<file path="src/rtl/facto_pkg.sv">
// ---------------------------------------------------------------------------
// facto_pkg : shared widths and FSM encoding for the factorial datapath
// Revision  : 1.0
// ---------------------------------------------------------------------------
`default_nettype none

package facto_pkg;

  localparam int FACTO_WIDTH = 64;
  localparam int FACTO_ITER  = FACTO_WIDTH / 2;
  localparam int FACTO_CNT_W = $clog2(FACTO_ITER);

  localparam logic [1:0] ST_IDLE = 2'b00;
  localparam logic [1:0] ST_BUSY = 2'b01;
  localparam logic [1:0] ST_DONE = 2'b10;

endpackage

`default_nettype wire

</file>
<file path="src/rtl/mul_pp_sel.sv">
// ---------------------------------------------------------------------------
// mul_pp_sel : radix-4 partial-product mux selecting 0, M, 2M or 3M
// Revision   : 1.0
// ---------------------------------------------------------------------------
`default_nettype none

module mul_pp_sel #(
  parameter int WIDTH = 64
) (
  input  logic [1:0]       sel,
  input  logic [WIDTH-1:0] m,
  input  logic [WIDTH+1:0] m3,
  output logic [WIDTH+1:0] pp
);

  always_comb begin
    case (sel)
      2'b00:   pp = '0;
      2'b01:   pp = {2'b00, m};
      2'b10:   pp = {1'b0, m, 1'b0};
      default: pp = m3;
    endcase
  end

endmodule

`default_nettype wire

</file>
<file path="src/rtl/facto_multiplier.sv">
// ---------------------------------------------------------------------------
// facto_multiplier : sequential radix-4 shift-add unsigned WIDTH x WIDTH mult
// Revision         : 1.0
// ---------------------------------------------------------------------------
`default_nettype none

module facto_multiplier
  import facto_pkg::*;
#(
  parameter int WIDTH = FACTO_WIDTH
) (
  input  logic                 clk,
  input  logic                 reset,
  input  logic                 opstart,
  input  logic                 opclear,
  input  logic [WIDTH-1:0]     multiplier,
  input  logic [WIDTH-1:0]     multiplicand,
  output logic                 opdone,
  output logic [2*WIDTH-1:0]   result
);

  localparam int ITER  = WIDTH / 2;
  localparam int CNT_W = (ITER > 1) ? $clog2(ITER) : 1;
  localparam logic [CNT_W-1:0] CNT_LAST = CNT_W'(ITER - 1);

  logic [1:0]         state_q,  state_d;
  logic [WIDTH-1:0]   mcand_q,  mcand_d;
  logic [WIDTH+1:0]   m3_q,     m3_d;
  logic [WIDTH+1:0]   hi_q,     hi_d;
  logic [WIDTH-1:0]   lo_q,     lo_d;
  logic [CNT_W-1:0]   cnt_q,    cnt_d;
  logic [2*WIDTH-1:0] result_q, result_d;
  logic               done_q,   done_d;

  logic [WIDTH+1:0]   pp;
  logic [WIDTH+1:0]   sum;

  mul_pp_sel #(.WIDTH(WIDTH)) u_pp_sel (
    .sel (lo_q[1:0]),
    .m   (mcand_q),
    .m3  (m3_q),
    .pp  (pp)
  );

  // hi_q stays below M after each shift, so hi_q + 3M always fits WIDTH+2 bits.
  assign sum = hi_q + pp;

  always_comb begin
    state_d  = state_q;
    mcand_d  = mcand_q;
    m3_d     = m3_q;
    hi_d     = hi_q;
    lo_d     = lo_q;
    cnt_d    = cnt_q;
    result_d = result_q;
    done_d   = done_q;

    if (opclear) begin
      state_d  = ST_IDLE;
      mcand_d  = '0;
      m3_d     = '0;
      hi_d     = '0;
      lo_d     = '0;
      cnt_d    = '0;
      result_d = '0;
      done_d   = 1'b0;
    end else begin
      case (state_q)
        ST_IDLE: begin
          if (opstart) begin
            mcand_d = multiplicand;
            m3_d    = {2'b00, multiplicand} + {1'b0, multiplicand, 1'b0};
            hi_d    = '0;
            lo_d    = multiplier;
            cnt_d   = '0;
            state_d = ST_BUSY;
          end
        end
        ST_BUSY: begin
          hi_d  = {2'b00, sum[WIDTH+1:2]};
          lo_d  = {sum[1:0], lo_q[WIDTH-1:2]};
          cnt_d = cnt_q + 1'b1;
          if (cnt_q == CNT_LAST) begin
            result_d = {sum, lo_q[WIDTH-1:2]};
            done_d   = 1'b1;
            state_d  = ST_DONE;
          end
        end
        ST_DONE: ;
        default: state_d = ST_IDLE;
      endcase
    end
  end

  always_ff @(posedge clk or posedge reset) begin
    if (reset) begin
      state_q  <= ST_IDLE;
      mcand_q  <= '0;
      m3_q     <= '0;
      hi_q     <= '0;
      lo_q     <= '0;
      cnt_q    <= '0;
      result_q <= '0;
      done_q   <= 1'b0;
    end else begin
      state_q  <= state_d;
      mcand_q  <= mcand_d;
      m3_q     <= m3_d;
      hi_q     <= hi_d;
      lo_q     <= lo_d;
      cnt_q    <= cnt_d;
      result_q <= result_d;
      done_q   <= done_d;
    end
  end

  assign opdone = done_q;
  assign result = result_q;

endmodule

`default_nettype wire
</file>
<file path="config.mk">
export PLATFORM = sky130hd
export DESIGN_NAME = facto_multiplier
export DESIGN_NICKNAME = d
export VERILOG_FILES = /design/src/rtl/facto_pkg.sv /design/src/rtl/mul_pp_sel.sv /design/src/rtl/facto_multiplier.sv
export SDC_FILE = /design/constraint.sdc
export NUM_CORES = 1
export LEC_CHECK = 0
export BUFFER_PORTS_ARGS = -buffer_cell sky130_fd_sc_hd__buf_4
export CAP_MARGIN = 20
export CORE_MARGIN = 8
export CORE_UTILIZATION = 55
export DETAILED_ROUTE_END_ITERATION = 12
export PLACE_DENSITY_LB_ADDON = 0.08
export SLEW_MARGIN = 15
export SYNTH_ARGS = -nofsm -noshare
export SYNTH_HDL_FRONTEND = slang
export SYNTH_SLANG_ARGS = --single-unit
</file>
<file path="constraint.sdc">
create_clock -name clk -period 15.1 [get_ports clk]
set_input_delay 0.755 -clock clk [delete_from_list [all_inputs] [get_ports clk]]
set_output_delay 0.755 -clock clk [all_outputs]
set_load 0.02 [all_outputs]
</file>
# [Word level (Yosys, flattened, before mapping)]
# Index checks and enable logic that the tools add are counted.
[word_totals] regBits=396 out_inout_bits=129
[classes] eq_ne=8 n_reduce_logical=11 n_addsub=3 n_mux=26
[ops] op="128-bit two-way mux" n=3
[ops] op="66-bit two-way mux" n=5
[ops] op="64-bit two-way mux" n=5
[ops] op="66-bit one-hot mux with 3 select lines" n=1
[ops] op="66-bit one-hot mux with 2 select lines" n=1
[ops] op="64-bit one-hot mux with 2 select lines" n=1
[ops] op="64-bit by 65-bit adder with 66-bit output" n=1
[ops] op="66-bit adder" n=1
[ops] op="5-bit two-way mux" n=2
[ops] op="5-bit one-hot mux with 2 select lines" n=1
[ops] op="2-bit nonzero test" n=4
[ops] op="2-bit two-way mux" n=3
[ops] op="3-bit inequality test (second input constant)" n=2
[ops] op="2-bit one-hot mux with 3 select lines" n=1
[ops] op="2-bit AND reduction" n=3
[ops] op="5-bit by 1-bit adder with 5-bit output (second input constant)" n=1
[ops] op="5-bit equality test (second input constant)" n=1
[ops] op="2-bit by 1-bit equality test with 1-bit output (second input constant)" n=2
[ops] op="2-bit equality test (second input constant)" n=2
[ops] op="2-bit logical NOT" n=2
[ops] op="1-bit two-way mux" n=3
[ops] op="3-bit AND reduction" n=1
[ops] op="3-bit nonzero test" n=1
[ops] op="2-bit inequality test (second input constant)" n=1

# [Depth between registers and ports, before layout]
# Gate-level depths: netlist of the first run.
[depth] depth_word=6 mapped_depth=16

# [Hierarchy]
# Synthesis of the first run repeated with hierarchy kept, for this count alone.
[unflattened] cells_unflattened=2358 area_unflattened_um2=23794.1
[modules_own_cells] module="facto_multiplier" cells_each=2205 area_per_inst_um2=22245.1 n_inst=1
[modules_own_cells] module="mul_pp_sel" cells_each=153 area_per_inst_um2=1549.0 n_inst=1

# [Worst setup path before layout of the first run]
# Ideal clock, no wire load.
[synth_timing] path_type="register -> register" start="register lo_q[1]" end="register hi_q[57]" arrival_time_ns=4.157 synth_period_minus_slack_ns=4.278 path_slack_ns=10.822 t_required_ns=14.979 path_stages_with_launch=16 path_buffers=2 cell_sequence="dfrtp_1 > clkbuf_1 > clkbuf_1 > mux2_2 > a22o_1 > ha_1 > and4_1 > nand2_1 > or4b_4 > a211oi_2 > nor2_2 > o41ai_4 > a41oi_2 > o21bai_1 > xor2_1 > a22o_1"
[synth_between] elab_chain_cells=5 elab_cells_between_ends=7
[synth_lines] item="start, declared" line="facto_multiplier.sv:30" rtl="logic [WIDTH-1:0] lo_q, lo_d;"
[synth_lines] item="start signal, assigned" line="facto_multiplier.sv:110" rtl="lo_q <= lo_d;"
[synth_lines] item="2-bit equality test (tied with other cells)" line="mul_pp_sel.sv:17" rtl="case (sel)"
[synth_lines] item="66-bit one-hot mux with 3 select lines (*)" line="mul_pp_sel.sv:17"
[synth_lines] item="66-bit adder (*)" line="facto_multiplier.sv:46" rtl="assign sum = hi_q + pp;"
[synth_lines] item="66-bit one-hot mux with 2 select lines (*)" line="facto_multiplier.sv:68" rtl="case (state_q)"
[synth_lines] item="66-bit two-way mux (*)" line="facto_multiplier.sv:58" rtl="if (opclear) begin"
[synth_lines] item="end signal, assigned" line="facto_multiplier.sv:109" rtl="hi_q <= hi_d;"
[synth_lines] item="end, declared" line="facto_multiplier.sv:29" rtl="logic [WIDTH+1:0] hi_q, hi_d;"
# Every way passes the cells marked *; elsewhere a longest branch is shown, timed or not.
# A chain may end at the register's enable or synchronous reset.

# [Final worst setup path of the first run]
[layout_timing] start="register lo_q[1]" end="register hi_q[56]"
# The elaborated chain is that of the path after synthesis.

==> out/summary.txt, run 1 <==
Area of the multi-input gates: 12,300 um2
Post-Syn Area: 23,000 um2
Commonest non-fill, non-tap cell in the layout: dfrtp_1
First-pass GRT wire length: 110,000 um
F_max: 0.191 GHz
Vias per cell: 6.44
Residual DRC: 0
Number of synthesized register bits: 393
Type of origin of the critical path: register
Main combinational cell family by area after synthesis: compound AO/OA/AOI/OAI gates
Initial core utilization: 55.3%
Simple-Gate Fraction of Synth Area: 9.91%
Commonest cells after routing, fill and taps aside: dfrtp_1, a22o_1, buf_4
Worst skew pair latency: 570 ps
Htree depth: 2
Switching Fraction: 28.4%
Post-Route WL: 69,300 um
Post-Synth Adder-Cell Area: 7.26%
Synth Area in XOR/XNOR: 4.42%
Io pins: 261
Yosys warnings: 0
Peak VDD IR: 81.8 uV
Hold WS: 292 ps
R2R setup slack: 9850 ps
CP Class: reg -> reg
Initial antenna violation count: 0
Post-DP HPWL: 50,800 um
Hold Crit Class: in -> async
Pleak: 13.1 nW
Clock transition at path regs: 60 ps
Status: finished, final reports clean
Gp weighted congestion: 0.930
Setup TNS: 0 ps
Syn nets: 2,596
Clock sink count: 393
Synth Flop Type: dfrtp_1
Fill cell count: 3,460
Largest delay share family, worst path: compound AO/OA/AOI/OAI gates
Endpoint class of the critical path: register
Nets: 2,763
Pwr Total: 2.69 mW
Crit path largest cell delay: 770 ps
Flop pwr share: 42.8%
Cells after synthesis: 2,332
Post-route minimum period: 5250 ps
Sequential area share after synthesis: 42.8%
Post_cts resized: 0
PwrDens: 101 nW/um2
Core area: 41,600 um2
Fin crit share: 34.7%
Placed Area: 25,200 um2
FF+latch area: 9840 um2
Initial drt markers: 1,884
Synth Area in Compound Gates: 28.4%
EDFF count, synth: 0
Die X: 220 um
Relative slew slack: 28.2%
Overflow after GRT: 0
RR Endpoint: hi_q[56]
Total GRT Usage: 28.4%
Clock Skews: 25.3 ps
Die H: 220 um
Critical R2R Launch: lo_q[1]
Critical path required time: 15,550 ps
P&R area growth vs syn: 16.0%
Row cnt: 75
CTS tree: done
Max cap viols: 0
Worst Tran Pin Value: 1080 ps
Fin area: 26,600 um2
Combinational share of power: 17.5%
Post-CTS Setup Bufs: 0
Routed vias: 19,762
PortBufs: 260
Buf/Inv on CP: 1
Vias in the first global route: 19,358
# diodes: 0
Die area: 48,600 um2
Root buf cell: clkbuf_16
Total CTS buffers: 44
Mux contribution to synthesized area: 3.27%
Clock buffer depth: 3
Cell internal pwr: 1.93 mW
WL per Instance: 22.6 um
Switching pwr: 765 uW
Power share of the clock group: 39.7%
Async S/R FF share, synth: 100%
Share of layout cells above drive strength 1: 17.4%
Post-route ant nets: 0
Data arrival, critical path: 5700 ps
Avg Cell Area, Syn: 9.85 um2
Final hold viol count: 0
Drt first pass iters: 8
Register-to-Register Path Depth: 14
Crit-path cells: buf_4, mux2_2, a22o_1, ha_1, a21oi_1, o21ai_0, a2111oi_0, nor3_1, a211oi_1, a21oi_1, o221ai_1, o21ai_0, xnor2_1, a22o_1
Max-slew violation count: 0
Synth unique cells: 72
Crit-path max FO: 39
Final setup violation count: 0
Slowest CP cell: dfrtp_2
Largest net degree at the start of global routing: 105
RSZ-0062 raised after global routing: false
Cts hold-fix bufs: 0
[worst max path at each step]
stage          startpoint       end  slack (ps)  cells past startpoint
2_1_floorplan       reset  cnt_q[0]        3420                      1
3_3_place_gp      lo_q[1]  hi_q[56]        9980                     14
5_1_grt           lo_q[1]  hi_q[56]        9360                     14
4_1_cts           lo_q[1]  hi_q[56]        9840                     14
6_report          lo_q[1]  hi_q[56]        9850                     14
3_5_place_dp      lo_q[1]  hi_q[56]        9870                     14
[through the flow]
stage                     instances  worst slack, ps  util, %
after floorplan                2332             3420        -
after global placement         2992             9980     60.6
after detailed placement       2992             9870     60.6
after CTS                      3068             9840     64.1
after global routing           3068             9360     64.1
final                          3068             9850     64.1
[area by class of cell]
type / instances / share of cell area (%)
inverter: 83 / 1.20
tap: 539 / 2.53
multi-input combinational: 1697 / 46.0
clock inverter: 12 / 0.470
timing repair buffer: 280 / 7.90
clock buffer: 64 / 4.95
sequential: 393 / 36.9
[worst reg2reg max path, cell delays in order, from the launching register on]
cell and delay (ps):
dfrtp_2 770, buf_4 560, mux2_2 450, a22o_1 180, ha_1 370, a21oi_1 330
o21ai_0 180, a2111oi_0 420, nor3_1 100, a211oi_1 610, a21oi_1 200, o221ai_1 380
o21ai_0 180, xnor2_1 170, a22o_1 230
[state kept, by name, summed over array words and instances, names as in the netlist]
name and flops:
result 128, m3_q 65, hi_q 64, lo_q 64, mcand_q 64, cnt_q 5, state_q 2, opdone 1
[logic make-up after synthesis]
logic type	count (synthesis)
buffers and inverters	242
adder cells (fa/ha/maj)	132
flip-flops	393
AO/OA/AOI/OAI	889
AND/OR/NAND/NOR	493
multiplexers	67
XOR/XNOR	116
[synth_stat cells (4+ instances only)]
cell type    n  share of area (%)
o21a_1      13               0.42
xor2_1      50                1.9
nand3_1     37               0.81
nor2b_1     15               0.41
a22o_1     311                 12
o21ai_0    139                3.0
ha_1       130                7.1
mux2_2      64                3.1
buf_2        5               0.11
buf_1        4              0.065
a31oi_1     16               0.44
nor3_1      23               0.50
clkbuf_1   150                2.5
o22ai_1      4               0.11
and3_1      10               0.27
a21o_1      53                1.7
dfrtp_1    393                 43
a21oi_1    163                3.6
nor2_1     129                2.1
nand4_1     37                1.0
a221oi_1    24               0.92
a211o_1      4               0.15
inv_1       83                1.4
nand2b_1    11               0.30
and2_1      11               0.30
o21bai_1    25               0.82
a222oi_1    44                1.9
o211ai_1    11               0.36
o21ai_1      6               0.13
o31ai_1     14               0.46
a211oi_1    14               0.46
or4_1        4               0.13
o221ai_1     5               0.19
nand2_1    184                3.0
a41oi_1      6               0.23
nor4_1       7               0.19
and4_1       4               0.15
or3_1        6               0.16
xnor2_1     66                2.5
[power by group through the flow]
stage	Sequential [mW]	Combinational (mW)	Clock, mW
2_1_floorplan	1.15	0.333	0
3_3_place_gp	1.17	0.460	0
3_5_place_dp	1.17	0.470	0
4_1_cts	1.15	0.472	1.08
5_1_grt	1.16	0.520	1.13
6_report	1.15	0.472	1.07
[routing by layer]
layer,vias to the layer above,part of all wire (%),routed length (um),global-route usage [%]
li1,9193,-,-,-
met1,9819,44,30600,39.4
met2,660,47,32500,45.9
met3,90,6.6,4590,4.05
met4,0,2.3,1570,8.17
met5,-,0,0,0
(Power assumes the default switching activity.)
==> run 2: changes to the inputs <==
==> constraint.sdc (replaced) <==
create_clock -name clk -period 5.3 [get_ports clk]
set_input_delay 0.265 -clock clk [delete_from_list [all_inputs] [get_ports clk]]
set_output_delay 0.265 -clock clk [all_outputs]
set_load 0.02 [all_outputs]
==> out/summary.txt, run 2 (synthesized netlist as in run 1, its figures left out) <==
CP Launch Point: lo_q[1]
Routed wire length on met3: 4650 um (+1.4%)
Max-slew violation count: 0 (unchanged)
Post-DP HPWL: 50,200 um (-1.2%)
CTS tree: done
Post-route ant nets: 0 (unchanged)
Critical R2R Launch: lo_q[1]
F_max: 0.222 GHz (+17%)
Crit path largest cell delay: 560 ps (-210 ps)
Hold path start: multiplier[38]
Hold WS: 23.4 ps (-268 ps)
Fin area: 27,900 um2 (+4.8%)
Largest delay share family, worst path: compound AO/OA/AOI/OAI gates
PortBufs: 260 (unchanged)
Total GRT Usage: 28.9% (+0.57 points)
Commonest non-fill, non-tap cell in the layout: dfrtp_1
Htree depth: 2 (unchanged)
Share of layout cells above drive strength 1: 16.5% (-0.83 points)
Largest net degree at the start of global routing: 180 (+71%)
CP Class: reg -> reg
Gp weighted congestion: 0.940 (+0.99%)
Die X: 220 um (unchanged)
Final setup violation count: 0 (unchanged)
Worst Tran Pin Value: 1160 ps (+80.4 ps)
PwrDens: 274 nW/um2 (+170%)
Crit-path max FO: 66 (+69%)
Hold Crit Class: in -> reg
Hold Path End: lo_q[38]
Clock buffer depth: 3 (unchanged)
RSZ-0062 raised after global routing: false
Io pins: 261 (unchanged)
Highest metal used: met4
Slowest CP cell: a2111oi_0
Root buf cell: clkbuf_16
Register-to-Register Path Depth: 15 (+1)
Status: finished, final reports clean
Post-Route WL: 71,500 um (+3.1%)
Core area: 41,600 um2 (unchanged)
Pwr Total: 7.65 mW (+180%)
Finished Layout Cells: 3,197 (+4.2%)
First-pass GRT wire length: 114,000 um (+3.0%)
Fin crit share: 84.8% (+50 points)
Clock transition at path regs: 60 ps (about the same)
Vias in the first global route: 20,235 (+4.5%)
Placed cells: 2,993 (+0.033%)
Routed vias: 20,379 (+3.1%)
Die H: 220 um (unchanged)
Met2 routed WL: 33,700 um (+3.5%)
Relative slew slack: 22.8% (-5.4 points)
Setup TNS: 0 ps (unchanged)
Crit-path cells: buf_12, mux2_2, a22o_1, ha_1, a21oi_1, o21ai_0, a2111oi_0, nor3_1, a211oi_1, buf_4, a21oi_1, o221ai_1, o21ai_0, xnor2_1, a22o_1
Overflow after GRT: 0 (unchanged)
RR Endpoint: hi_q[56]
Final hold viol count: 0 (unchanged)
Row cnt: 75 (unchanged)
Clock sink count: 393 (unchanged)
WL per Instance: 22.4 um (-1.1%)
Hold Path Stages: 3
Max cap viols: 0 (unchanged)
Peak VDD IR: 257 uV (+210%)
Data arrival, critical path: 4940 ps (-760 ps)
Initial drt markers: 2,244 (+19%)
DRT met1 WL: 31,200 um (+2.0%)
Post-route minimum period: 4500 ps (-750 ps)
Critical path required time: 5740 ps (-9810 ps)
Initial antenna violation count: 2 (+2)
Pleak: 13.6 nW (+3.9%)
Placed Area: 25,300 um2 (+0.32%)
Total CTS buffers: 43 (-2.3%)
Initial core utilization: 55.3% (unchanged)
Clock Skews: 25.6 ps (+0.328 ps)
Worst skew pair latency: 560 ps (about the same)
Buf/Inv on CP: 2 (+1)
R2R setup slack: 800 ps (-9050 ps)
Max FFs per register: 128 (unchanged)
Nets: 2,888 (+4.5%)
Endpoint class of the critical path: register
P&R area growth vs syn: 21.6%
Post-CTS Setup Bufs: 0 (unchanged)
Type of origin of the critical path: register
Vias per cell: 6.37 (-1.0%)
Commonest cells after routing, fill and taps aside: dfrtp_1, a22o_1, buf_4
Residual DRC: 0 (unchanged)
Drt first pass iters: 9 (+1)
Die area: 48,600 um2 (unchanged)
run 2: cell types whose count changed in the layout (fill, tap and decap cells not counted), moves of 2 or more:
cell           delta
clkbuf_1          +3
dlygate4sd3_1   +125
clkinvlp_4        +3
clkbuf_16         -2
clkinv_2          -4
buf_4             -4
buf_12            +6
bufinv_16         -2
diode_2           +2
clkbuf_8          +3
run 2: worst max-delay path by stage:
stage,endpoint,slack (ps),cells after the start
finish,hi_q[56],800,15
global route,result[126],380,15
CTS,hi_q[56],830,15
detailed placement,hi_q[56],820,15
global placement,hi_q[56],920,15
floorplan,cnt_q[0],-250,1
run 2: final cells by class:
class | count | area, um2
clock buffers | 68 | 1320
fillers | 3261 | 13600
repair buffers | 406 | 3440
inverters | 83 | 315
flip-flops and latches | 393 | 9840
diodes | 2 | 5.00
well taps | 539 | 674
clock inverters | 9 | 68.8
multi-input cells | 1697 | 12300
run 2: routing by layer:
metal | GRT usage, % | vias to the layer above
li1 | - | 9428
met1 | 39.2 | 10106
met2 | 47.7 | 726
met3 | 4.54 | 119
met4 | 8.30 | 0
met5 | 0 | -
run 2: repair_timing:
action / CTS / global route
endpoints found under the hold margin: 145 / 0
hold buffers: 125 / 0
resized for setup: 0 / 0
run 2: stage by stage:
step           util, %  setup slack [ps]
2_1_floorplan        -              -253
3_3_place_gp      60.8               918
3_5_place_dp      60.8               824
4_1_cts           67.2               832
5_1_grt           67.2               378
6_report          67.2               804
run 2: worst reg2reg max path, stage by stage, from the launching register on:
cell,delay [ps]
dfrtp_2,390
buf_12,320
mux2_2,420
a22o_1,180
ha_1,370
a21oi_1,330
o21ai_0,170
a2111oi_0,560
nor3_1,110
a211oi_1,220
buf_4,180
a21oi_1,90
o221ai_1,430
o21ai_0,220
xnor2_1,180
a22o_1,230
run 2: where the power goes:
group	internal (mW)	switching [mW]	leakage [nW]	total, mW
Clock	1.71	1.21	0.680	2.92
Combinational	0.584	0.870	7.57	1.45
Sequential	3.15	0.120	5.37	3.27
==> run 3: changes to the inputs <==
--- a/config.mk
+++ b/config.mk
@@ -8,7 +8,7 @@
 export BUFFER_PORTS_ARGS = -buffer_cell sky130_fd_sc_hd__buf_4
 export CAP_MARGIN = 20
 export CORE_MARGIN = 8
-export CORE_UTILIZATION = 55
+export CORE_UTILIZATION = 54
 export DETAILED_ROUTE_END_ITERATION = 12
 export PLACE_DENSITY_LB_ADDON = 0.08
 export SLEW_MARGIN = 15
==> constraint.sdc (replaced) <==
create_clock -name clk -period 3.8 [get_ports clk]
set_input_delay 0.19 -clock clk [delete_from_list [all_inputs] [get_ports clk]]
set_output_delay 0.19 -clock clk [all_outputs]
set_load 0.02 [all_outputs]
==> out/summary.txt, run 3 (synthesized netlist as in run 1, its figures left out) <==
Setup WS pre-CTS: -182 ps (-1010 ps)
Data arrival, critical path: 4340 ps (-600 ps)
Routed vias: 21,535 (+5.7%)
Critical path required time: 4240 ps (-1500 ps)
PortBufs: 260 (unchanged)
Die X: 222 um (+0.86%)
WL per Instance: 22.2 um (-0.71%)
Nets: 3,136 (+8.6%)
CTS tree: done
Share of layout cells above drive strength 1: 26.7% (+10 points)
Vias per cell: 6.26 (-1.8%)
F_max: 0.256 GHz (+15%)
Hold WS: 26.0 ps (+2.53 ps)
Overflow after GRT: 0 (unchanged)
PwrDens: 359 nW/um2 (+31%)
Total GRT Usage: 29.7% (+0.77 points)
Worst Tran Pin Value: 874 ps (-284 ps)
Clock Skews: 22.0 ps (-3.57 ps)
Pleak: 15.0 nW (+10%)
Largest net degree at the start of global routing: 128 (-29%)
Final setup violation count: 16 (+16)
Relative slew slack: 41.8% (+19 points)
Gp weighted congestion: 0.925 (-1.5%)
RSZ-0062 raised after global routing: true
Max-slew violation count: 0 (unchanged)
Commonest non-fill, non-tap cell in the layout: buf_4
Finished Layout Cells: 3,441 (+7.6%)
Initial core utilization: 54.8% (-0.49 points)
Die area: 49,400 um2 (+1.7%)
Fin crit share: 103% (+18 points)
Worst skew pair latency: 560 ps (about the same)
Commonest cells after routing, fill and taps aside: buf_4, dfrtp_1, a22o_1
Post-DP HPWL: 53,900 um (+7.2%)
Io pins: 261 (unchanged)
Placed Area: 27,100 um2 (+7.3%)
Flop pwr share: 41.7% (-1.1 points)
Fin area: 30,500 um2 (+9.4%)
Cell internal pwr: 7.74 mW (+42%)
Total CTS buffers: 42 (-2.3%)
Switching Fraction: 29.4% (+0.67 points)
Fin worst setup slack: -99.3 ps (-903 ps)
Initial drt markers: 1,992 (-11%)
Power share of the clock group: 37.0% (-1.2 points)
Max cap viols: 0 (unchanged)
Post-route minimum period: 3900 ps (-597 ps)
Post-Route WL: 76,400 um (+6.9%)
Residual DRC: 0 (unchanged)
Endpoint class of the critical path: register
Root buf cell: clkbuf_16
Setup TNS: -646 ps (-646 ps)
Pwr Total: 11.0 mW (+43%)
CP Class: reg -> reg
Combinational share of power: 21.3% (+2.3 points)
Initial antenna violation count: 1 (-1)
Die H: 222 um (+0.86%)
Peak VDD IR: 272 uV (+6.0%)
Drt first pass iters: 9 (unchanged)
First-pass GRT wire length: 120,000 um (+5.9%)
Crit-path max FO: 6 (-91%)
Post-route ant nets: 0 (unchanged)
Status: finished with violations
Clock transition at path regs: 60 ps (about the same)
Row cnt: 75 (unchanged)
Clock buffer depth: 3 (unchanged)
Type of origin of the critical path: register
Clock sink count: 393 (unchanged)
Vias in the first global route: 21,570 (+6.6%)
Placed cells: 3,231 (+8.0%)
Switching pwr: 3.22 mW (+47%)
Htree depth: 2 (unchanged)
Final hold viol count: 0 (unchanged)
Failing checks: setup timing
P&R area growth vs syn: 32.9%
Core area: 41,900 um2 (+0.90%)
Hold Crit Class: in -> reg
Post-layout util: 72.8% (+5.6 points)
Max FFs per register: 128 (unchanged)
## run 3: cell types whose count changed in the layout (fill, tap and decap cells not counted), moves of 6 or more
cell	delta
buf_4	+233
a21oi_1	-19
a21oi_2	+18
o21ai_0	-17
ha_1	-15
ha_4	+13
o21ai_1	+10
buf_12	+7
clkbuf_1	-6
nor2_1	-6
xnor2_1	-6
## run 3: path summary, 6_finish.rpt
check,from,endpoint,slack [ps],depth (start not counted)
worst min-delay path,multiplier[0],lo_q[0],30,3
min in group asynchronous,reset,lo_q[42],200,3
worst max register to register,lo_q[1],hi_q[57],-100,16
worst max-delay path,lo_q[1],hi_q[57],-100,16
worst min register to register,m3_q[30],m3_q[30],470,2
max in group asynchronous,reset,mcand_q[29],2640,4
## run 3: cell type report
cell class / instances / area, um2
Antenna cell: 1 / 2.50
Multi-Input combinational cell: 1697 / 12900
Clock inverter: 16 / 131
Sequential cell: 393 / 9840
Tap cell: 539 / 674
Timing Repair Buffer: 655 / 5430
Inverter: 83 / 315
Clock buffer: 57 / 1220
Fill cell: 2980 / 11400
## run 3: what timing repair did
action	in CTS	in global routing
cloned	1	0
endpoints found under the hold margin	203	0
gates resized for setup	41	101
pin swaps	12	57
hold buffers	128	0
setup buffers	4	10
endpoints found under the setup margin	41	75
## run 3: power groups by stage
stage	Combinational (mW)	Sequential [mW]	Clock (mW)
detailed placement	2.11	4.63	0
global placement	2.08	4.63	0
CTS	2.26	4.56	4.10
global route	2.52	4.59	4.26
finish	2.34	4.57	4.05
floorplan	1.33	4.58	0
## run 3: metal layers
| layer | up-vias | track usage [%] | part of all wire [%] |
|---|---|---|---|
| li1 | 9896 | - | - |
| met1 | 10652 | 39.9 | 43 |
| met2 | 851 | 49.3 | 48 |
| met3 | 136 | 4.50 | 6.2 |
| met4 | 0 | 8.98 | 3.2 |
| met5 | - | 0 | 0 |
## run 3: critical path, cell delays in order, from the launching register on
cell,delay (ps)
dfrtp_2,460
buf_12,170
buf_8,140
mux2_4,300
a22o_1,210
ha_4,300
o21ai_4,60
o21ai_1,140
or4b_4,520
a211oi_4,300
nor2_4,90
o41ai_4,210
buf_4,210
a41oi_2,120
o21bai_1,210
xor2_1,110
a22o_1,230
